<file path="config.mk">
export PLATFORM = sky130hd
export DESIGN_NAME = spst_mac_sequencer
export DESIGN_NICKNAME = d
export VERILOG_FILES = /design/src/rtl/spst_mac_sequencer.sv
export SDC_FILE = /design/constraint.sdc
export NUM_CORES = 1
export LEC_CHECK = 0
export CORE_UTILIZATION = 51
export CTS_CLUSTER_SIZE = 40
export DETAILED_ROUTE_END_ITERATION = 6
export PLACE_DENSITY_LB_ADDON = 0.15
export SLEW_MARGIN = 20
export SYNTH_ARGS = -nofsm -noshare
export SYNTH_HDL_FRONTEND = slang
export SYNTH_SLANG_ARGS = --single-unit
export TNS_END_PERCENT = 30
</file>
<file path="constraint.sdc">
create_clock -name clk -period 4.55 [get_ports clk]
set_input_delay 0.91 -clock clk [delete_from_list [all_inputs] [get_ports clk]]
set_output_delay 0.91 -clock clk [all_outputs]
set_load 0.02 [all_outputs]
</file>
<file path="src/rtl/spst_mac_sequencer.sv">
// Feeds operand pairs to the SPST MAC one at a time and accumulates VEC_LEN products into a sum.
// Define SPST_SEQ_TIMEOUT_EN to add a done watchdog with a sticky err flag.
module spst_mac_sequencer #(
    parameter int unsigned VEC_LEN = 4,
    parameter int unsigned ACC_W   = 40,
    parameter int unsigned TIMEOUT = 64
) (
    input  logic             clk,
    input  logic             rst_n,
    input  logic             in_valid,
    output logic             in_ready,
    input  logic [15:0]      in_a,
    input  logic [15:0]      in_b,
    output logic             mac_start,
    output logic [15:0]      mac_a,
    output logic [15:0]      mac_b,
    input  logic             mac_done,
    input  logic [31:0]      mac_result,
    output logic             out_valid,
    input  logic             out_ready,
    output logic [ACC_W-1:0] out_sum,
    output logic             busy,
    output logic             err
);
    localparam int unsigned CntW = $clog2(VEC_LEN + 1);

    typedef enum logic [1:0] {StIdle, StIssue, StWait, StOut} state_e;

    state_e           state_q, state_d;
    logic [15:0]      a_q, a_d, b_q, b_d;
    logic [ACC_W-1:0] acc_q, acc_d;
    logic [CntW-1:0]  cnt_q, cnt_d, cnt_inc;

`ifdef SPST_SEQ_TIMEOUT_EN
    localparam int unsigned TmoW = $clog2(TIMEOUT + 1);
    logic [TmoW-1:0] tmo_q, tmo_d;
    logic            err_q, err_d;
`endif

    always_comb begin
        state_d = state_q;
        a_d     = a_q;
        b_d     = b_q;
        acc_d   = acc_q;
        cnt_d   = cnt_q;
        cnt_inc = cnt_q + CntW'(1);
`ifdef SPST_SEQ_TIMEOUT_EN
        tmo_d   = tmo_q;
        err_d   = err_q;
`endif
        unique case (state_q)
            StIdle: begin
                if (in_valid) begin
                    a_d     = in_a;
                    b_d     = in_b;
                    state_d = StIssue;
                end
            end
            StIssue: begin
                state_d = StWait;
`ifdef SPST_SEQ_TIMEOUT_EN
                tmo_d   = '0;
`endif
            end
            StWait: begin
                // done takes priority over an expiring watchdog in the same cycle
                if (mac_done) begin
                    acc_d   = acc_q + ACC_W'(mac_result);
                    cnt_d   = cnt_inc;
                    state_d = (cnt_inc == CntW'(VEC_LEN)) ? StOut : StIdle;
                end
`ifdef SPST_SEQ_TIMEOUT_EN
                else if (tmo_q == TmoW'(TIMEOUT - 1)) begin
                    err_d   = 1'b1;
                    acc_d   = '0;
                    cnt_d   = '0;
                    state_d = StIdle;
                end else begin
                    tmo_d = tmo_q + TmoW'(1);
                end
`endif
            end
            StOut: begin
                if (out_ready) begin
                    acc_d   = '0;
                    cnt_d   = '0;
                    state_d = StIdle;
                end
            end
            default: state_d = StIdle;
        endcase
    end

    always_ff @(posedge clk or negedge rst_n) begin
        if (!rst_n) begin
            state_q <= StIdle;
            a_q     <= '0;
            b_q     <= '0;
            acc_q   <= '0;
            cnt_q   <= '0;
        end else begin
            state_q <= state_d;
            a_q     <= a_d;
            b_q     <= b_d;
            acc_q   <= acc_d;
            cnt_q   <= cnt_d;
        end
    end

`ifdef SPST_SEQ_TIMEOUT_EN
    always_ff @(posedge clk or negedge rst_n) begin
        if (!rst_n) begin
            tmo_q <= '0;
            err_q <= 1'b0;
        end else begin
            tmo_q <= tmo_d;
            err_q <= err_d;
        end
    end

    assign err = err_q;
`else
    assign err = 1'b0;
`endif

    assign in_ready  = (state_q == StIdle);
    assign mac_start = (state_q == StIssue);
    assign out_valid = (state_q == StOut);
    assign busy      = (state_q != StIdle);
    assign mac_a     = a_q;
    assign mac_b     = b_q;
    assign out_sum   = acc_q;

endmodule
</file>
# Yosys cells after proc, flatten, opt, wreduce, memory -nomap -nowiden

Cells that the tools add are included.

Reduce and logical (&&, ||, !) cells: 6
Muxes and demuxes: 11
Eq/ne operators: 7
Add/sub/neg operators: 2

Operator list:

| cell                                           | count |
|---|---|
| 2-to-1 mux 40 bit                              | 2 |
| case mux 40 bit (2 select lines)               | 1 |
| adder 40 x 32 -> 40 bit                        | 1 |
| 2-to-1 mux 2 bit                               | 4 |
| case mux 2 bit (4 select lines)                | 1 |
| 2-to-1 mux 3 bit                               | 2 |
| case mux 3 bit (2 select lines)                | 1 |
| AND reduction 3 bit                            | 2 |
| == test 2 bit (second input constant)          | 2 |
| != test 2 bit (second input constant)          | 2 |
| nonzero test 2 bit                             | 2 |
| adder 3 x 1 -> 3 bit (second input constant)   | 1 |
| == test 3 bit (second input constant)          | 1 |
| == test 2 x 1 -> 1 bit (second input constant) | 1 |
| logical NOT 2 bit                              | 1 |
| != test 2 x 1 -> 1 bit (second input constant) | 1 |
| AND reduction 2 bit                            | 1 |

Register bits after elaboration: 77
Output and inout port bits: 77
Input bits: 69
Logic and storage cells: 31

# Logic depth before layout (Yosys ltp)

Gate-level depths: netlist of the first run.

Depth after elaboration: 5
Depth in mapped cells: 11

# Worst setup path after synthesis of the first run

Ideal clock, no wire load.

Kind: input -> register
From: in mac_result[0]
To: reg acc_q[36] (netlist: out_sum[36])
Library setup time: 0.128 ns
Data required time: 4.422 ns
Setup slack: 1.394 ns
Arrival: 3.029 ns
Stages: 11
Path buffers: 0
Path through: ha_1 fa_1 a21o_1 a311o_1 nand3_1 nand3_1 a41oi_2 o21ai_1 a21oi_2 or3_1 a21oi_1

Cells in the longest elaborated chain, start to end: 3

Ends and longest elaborated chain:

| what                             | RTL line | source |
|---|---|---|
| from (decl)                      | 18       | `input logic [31:0] mac_result,` |
| adder 40 x 32 -> 40 bit          | 68       | `acc_d = acc_q + ACC_W'(mac_result);` |
| 2-to-1 mux 40 bit                | 67       | `if (mac_done) begin` |
| case mux 40 bit (2 select lines) | 51       | `unique case (state_q)` |
| to (signal assigned)             | 99       | `acc_q <= '0;` |
| to (signal assigned)             | 105      | `acc_q <= acc_d;` |
| to (decl)                        | 31       | `logic [ACC_W-1:0] acc_q, acc_d;` |

No other way between the ends. The select of a mux whose other input is x is not followed.
A chain may end at the register's enable or synchronous reset.

# Worst setup path in the final report of the first run

From: in mac_result[0]
To: reg acc_q[38] (netlist: out_sum[38])

The elaborated chain is that of the path after synthesis.

==> qor.csv, run 1 <==
metric,value,unit
R2R cell count,11,
CTS tree,done,
Die X,97.56,um
Cell Count Post-Placement,713,
hold buffers post-CTS,0,
initial antenna violation count,0,
RSZ-0062 raised after global routing,false,
Final GP Congestion,0.9321,
Final #Nets,720,
Peak VDD IR,302.2,uV
vias in the first global route,4075,
Layout area overhead,37.13,%
"Clk pin slew, worst setup/hold paths",80,ps
TNS Setup,0,ps
async set-reset flop share out of synthesis,100.0,%
CP Capture Type,register,
post-route insts no fill,729,
final hold violation count,0,
synth top area cells,"dfrtp_1 41%, ha_1 9.1%, mux2_2 7.7%, nand2_1 4.5%, o21ai_0 4.3%",
CTS root buffer,clkbuf_8,
final wirelength,11780,um
post-synth top area share,41.38,%
syn_nets,580,
Core ar.,8763,um^2
WS Path Type,in2reg,
cells after synthesis,476,
Unique masters post-synth,58,
row cnt,34,
total track usage,25.34,%
H-tree levels,3,
clk_lat worst skew,360,ps
Post-synth EDFFs,0,
HP Class,reg2reg,
Layout Skew,11.33,ps
vias per inst,5.664,
initial DRC count,151,
IO Port Bufs,144,
global route total overflow,0,
Final ANT Viol Nets,0,
"Max FO, Critical Path",8,
Synth Warn #,0,
DP HPWL,8849,um
"Primary FF master, synth",dfrtp_1,
multi-input logic area,2628,um^2
relative slew slack,33.98,%
top-count cell post-synth,dfrtp_1,
fmax,283.2,MHz
Slew @ Worst Pin,990.3,ps
post-synthesis register bit count,77,
io pins,146,
Post-synth top cells,"77 x dfrtp_1, 56 x nand2_1, 40 x o21ai_0, 34 x ha_1",
die area,9517,um^2
setup violators final,0,
switching share of total power,43.31,%
Clock Power Share,12.0,%
antenna cells,0,
Power Dens Cells,696.5,nW/um^2
Hold WS,493.6,ps
status,"complete, no violations",
Max clock buf depth,2,
hold path depth,2,
Seq pwr share,27.0,%
Synth Area per Inst,9.784,um^2
Synth area leader,dfrtp_1,
internal power,2522,uW
# clock sinks,77,
Slew Limit Fails,0,
Worst EP required,4790,ps
Logic pwr share,61.0,%
cts bufs inserted,9,
post-synthesis sequential area ratio,41.38,%
P_sw,1926,uW
Filler cells,641,
layout cells sized above 1,11.27,%
DRT Pass-1 Iters,4,
Final Cycle Share,77.61,%
Startpoint Class,input pin,
Leak,0.002818,uW
synthesized cell area,4657,um^2
register area,1927,um^2
Resized Gates After CTS,0,
DR WL/cell,16.16,um
Max Cap Violations,0,
pin count of the biggest net entering global routing,78,
min Tclk post-route,3531,ps
first-pass GRT wire length,19800,um
# DRC,0,
initial core utilization,53.14,%
via count,4129,
Worst EP arrival,3780,ps
Die Y-Extent,97.56,um
Post-CTS Setup Inserts,0,
==> state kept, by name (all words and copies together), names as in the netlist <==
register	count
cnt_q	3
mac_b	16
out_sum	40
state_q	2
mac_a	16
==> through the flow <==
step,area [um^2],setup slack (ps),total power (uW),util (%)
after floorplan,4657,1394,2901,-
after global placement,6173,756.4,3821,70.45
after detailed placement,6188,662.5,3918,70.62
after CTS,6386,1037,4462,72.87
after global routing,6386,871.6,4757,72.87
final,6386,1019,4448,72.87
==> power by group through the flow <==
| stage | clock network, uW | logic, uW | registers [uW] |
|---|---|---|---|
| global route | 570 | 2940 | 1250 |
| detailed placement | 0 | 2700 | 1220 |
| floorplan | 0 | 1380 | 1520 |
| CTS | 542 | 2720 | 1200 |
| finish | 534 | 2710 | 1200 |
| global placement | 0 | 2630 | 1190 |
==> final timing paths <==
path                            slack [ps]                       to                   start
worst min-delay path                   490     cnt_q[2]$_DFFE_PN0P_    cnt_q[2]$_DFFE_PN0P_
worst max register to register        1580  out_sum[38]$_DFFE_PN0P_  out_sum[0]$_DFFE_PN0P_
worst min register to register         490     cnt_q[2]$_DFFE_PN0P_    cnt_q[2]$_DFFE_PN0P_
min in group asynchronous              720    mac_a[14]$_DFFE_PN0P_                   rst_n
max in group asynchronous             3200  out_sum[19]$_DFFE_PN0P_                   rst_n
worst max-delay path                  1020  out_sum[38]$_DFFE_PN0P_           mac_result[0]
==> critical path, stage by stage <==
cell and delay [ps]:
clkdlybuf4s50_1 410, ha_1 240, fa_1 410, a21o_1 200
a311o_1 380, nand3_1 100, nand3_1 150, a41oi_2 300
o21ai_1 120, a21oi_2 320, o211ai_1 150, o31ai_1 100
==> routing by layer <==
metal	up-vias	global-route usage, %	part of all wire [%]
li1	2000	-	-
met1	1955	33.72	44
met2	157	42.17	48
met3	17	4.245	6.2
met4	0	8.032	1.6
met5	-	0	0
==> logic make-up after synthesis <==
group	synth area share (%)
adder cells (fa/ha/maj)	9.565
other	0.08052
AND/OR/NAND/NOR	13.59
AO/OA/AOI/OAI	19.72
buffers and inverters	2.257
multiplexers	7.953
XOR/XNOR	5.454
flip-flops	41.38
==> layout by cell type, fill, tap and decap left out, drive strengths merged, types with 6 or more instances in the layout <==
cell,Yosys,routed
a21oi,35,35
and3,6,6
nor2,28,28
o21ai,46,46
nand3,13,13
ha,34,34
clkdlybuf4s50,0,143
nand2,57,57
xnor2,13,13
dfrtp,77,77
o211ai,9,9
xor2,16,16
inv,8,10
a21o,18,18
clkbuf,14,10
mux2,32,32
==> final cells by class <==
type	count	area share [%]
clock inverters	6	1.097
repair buffers	147	23.00
clock buffers	10	1.998
well taps	108	2.116
multi-input cells	373	41.14
inverters	8	0.4702
flip-flops and latches	77	30.17
No activity file was read; power rests on OpenSTA's default activity.
==> run 2: changes to the inputs <==
Settings changed: CORE_UTILIZATION 51 to 43.
Clock period 4.55 ns to 3.1 ns, I/O delays scaled along.
==> qor.csv, run 2 (synthesized netlist as in run 1, its figures left out) <==
metric,value,unit
placed cell areas,6606,um^2
Seq pwr share,25.0,%
"commonest cells after routing, fill and taps aside","143 x clkdlybuf4s50_1, 77 x dfrtp_1, 57 x buf_4",
CTS root buffer,clkbuf_8,
CP peak stage delay,400,ps
setup violators final,0,
# clock sinks,77,
antenna cells,0,
total track usage,23.54,%
RR Startpoint,out_sum[0]$_DFFE_PN0P_,
met1 Usage GRT,30.92,%
Core ar.,10420,um^2
design area,6867,um^2
Layout Skew,6.975,ps
DRT Pass-1 Iters,4,
status,"complete, no violations",
Finished Core Util,65.92,%
final wirelength,12590,um
R2R cell count,11,
IO Port Bufs,144,
pin count of the biggest net entering global routing,78,
Final ANT Viol Nets,0,
Clock Power Share,12.2,%
Worst EP required,3310,ps
internal power,4121,uW
global route total overflow,0,
Leak,0.003094,uW
Final GP Congestion,0.9172,
WS Path Type,in2reg,
max reg flops,40,
switching share of total power,41.50,%
Die X,106.1,um
r2r endpoint,out_sum[24]$_DFFE_PN0P_,
min Tclk post-route,2928,ps
relative slew slack,41.05,%
cells along the critical path,clkdlybuf4s50_1 -> ha_1 -> fa_2 -> a21o_1 -> a311o_1 -> a21oi_2 -> o21ai_1 -> a21o_1 -> nand2b_1 -> a21oi_2 -> xor2_1 -> o21ai_1,
fmax,341.5,MHz
RSZ-0062 raised after global routing,false,
"Max FO, Critical Path",3,
crit path from,mac_result[0],
"logic depth of the worst path, buffers included",12,
DR WL/cell,15.53,um
crit path to,out_sum[24]$_DFFE_PN0P_,
Slew @ Worst Pin,881.5,ps
TNS Setup,0,ps
Filler cells,861,
Layout area overhead,47.45,%
Power Dens Cells,1026,nW/um^2
"most common cell after layout, fill and taps aside",clkdlybuf4s50_1,
Worst EP arrival,3140,ps
initial antenna violation count,0,
CTS tree,done,
final hold violation count,0,
met2 usage,38.75,%
layout cells sized above 1,19.11,%
Startpoint Class,input pin,
initial core utilization,44.71,%
crit path max-delay cell type,clkdlybuf4s50_1,
clk_lat worst skew,360,ps
Peak VDD IR,492.0,uV
multi-input logic area,2648,um^2
initial DRC count,156,
cts bufs inserted,9,
HP Class,in2async,
Logic pwr share,62.8,%
H-tree levels,3,
register area,1927,um^2
buffers and inverters on the worst path,1,
# DRC,0,
met3 Resource Use GR,4.292,%
Die Y-Extent,106.1,um
via count,4317,
vias per inst,5.323,
Max Cap Violations,0,
busiest grt layer,met2,
Final Cycle Share,94.46,%
Max clock buf depth,2,
DP HPWL,9645,um
Final #Nets,774,
io pins,146,
vias in the first global route,4429,
R2R setup slack,450,ps
Slew Limit Fails,0,
row cnt,37,
"Clk pin slew, worst setup/hold paths",90,ps
P_sw,2924,uW
first-pass GRT wire length,21020,um
Top delay family on crit path,compound AO/OA/AOI/OAI gates,
die area,11250,um^2
CP Capture Type,register,
run 2: cell types whose count changed in the layout (fill, tap and decap cells not counted), moves of 2 or more:
cell,delta
a21oi_2,+2
a21oi_1,-2
buf_4,+54
clkinvlp_4,-2
run 2: final cells by class:
| cell class | count | share of cell area, % |
|---|---|---|
| Clock inverter | 6 | 1.367 |
| Multi-Input combinational cell | 373 | 38.56 |
| Inverter | 8 | 0.4373 |
| Timing Repair Buffer | 201 | 27.24 |
| Tap cell | 136 | 2.478 |
| Sequential cell | 77 | 28.06 |
| Clock buffer | 10 | 1.859 |
run 2: worst reg2reg max path: stages, from the launching register on:
cell and delay [ps]:
dfrtp_1 400, ha_1 220, fa_2 350, a21o_1 190
a311o_1 310, a21oi_2 180, o21ai_1 110, a21o_1 210
nand2b_1 160, a21oi_2 150, xor2_1 150, o21ai_1 80
run 2: timing repair:
item / CTS / global route
endpoints found under the hold margin: 0 / 0
pin swaps: 1 / 4
setup buffers: 2 / 0
endpoints found under the setup margin: 1 / 13
hold buffers: 0 / 0
gates resized for setup: 0 / 5
run 2: per-stage QoR:
step / instances / worst slack, ps / power [uW] / hold slack (ps)
finish: 811 / 171.7 / 7045 / 288.3
floorplan: 476 / 233.5 / 4258 / 324.4
detailed placement: 793 / -370.6 / 6159 / 471.3
CTS: 811 / 3.924 / 7081 / 464.0
global placement: 793 / -341.5 / 6057 / 462.5
global route: 811 / 4.492 / 7571 / 341.8
run 2: metal layers:
metal,vias to the layer above,routed length (um)
li1,2102,-
met1,2086,5751
met3,17,590
met5,-,0
met4,0,227
met2,112,6022
run 2: how the worst min path moves through the flow:
stage	startpoint	endpoint	cells past startpoint
after floorplan	rst_n	cnt_q[0]$_DFFE_PN0P_	0
after global placement	cnt_q[2]$_DFFE_PN0P_	cnt_q[2]$_DFFE_PN0P_	2
after detailed placement	cnt_q[2]$_DFFE_PN0P_	cnt_q[2]$_DFFE_PN0P_	2
after CTS	rst_n	out_sum[23]$_DFFE_PN0P_	1
after global routing	rst_n	out_sum[8]$_DFFE_PN0P_	1
final	rst_n	out_sum[3]$_DFFE_PN0P_	1
run 2: power groups by stage:
stage | Clock, uW | Sequential (uW) | Combinational, uW
after floorplan | 0 | 2240 | 2020
after global placement | 0 | 1750 | 4300
after detailed placement | 0 | 1780 | 4370
after CTS | 893 | 1770 | 4420
after global routing | 928 | 1830 | 4820
final | 860 | 1760 | 4420
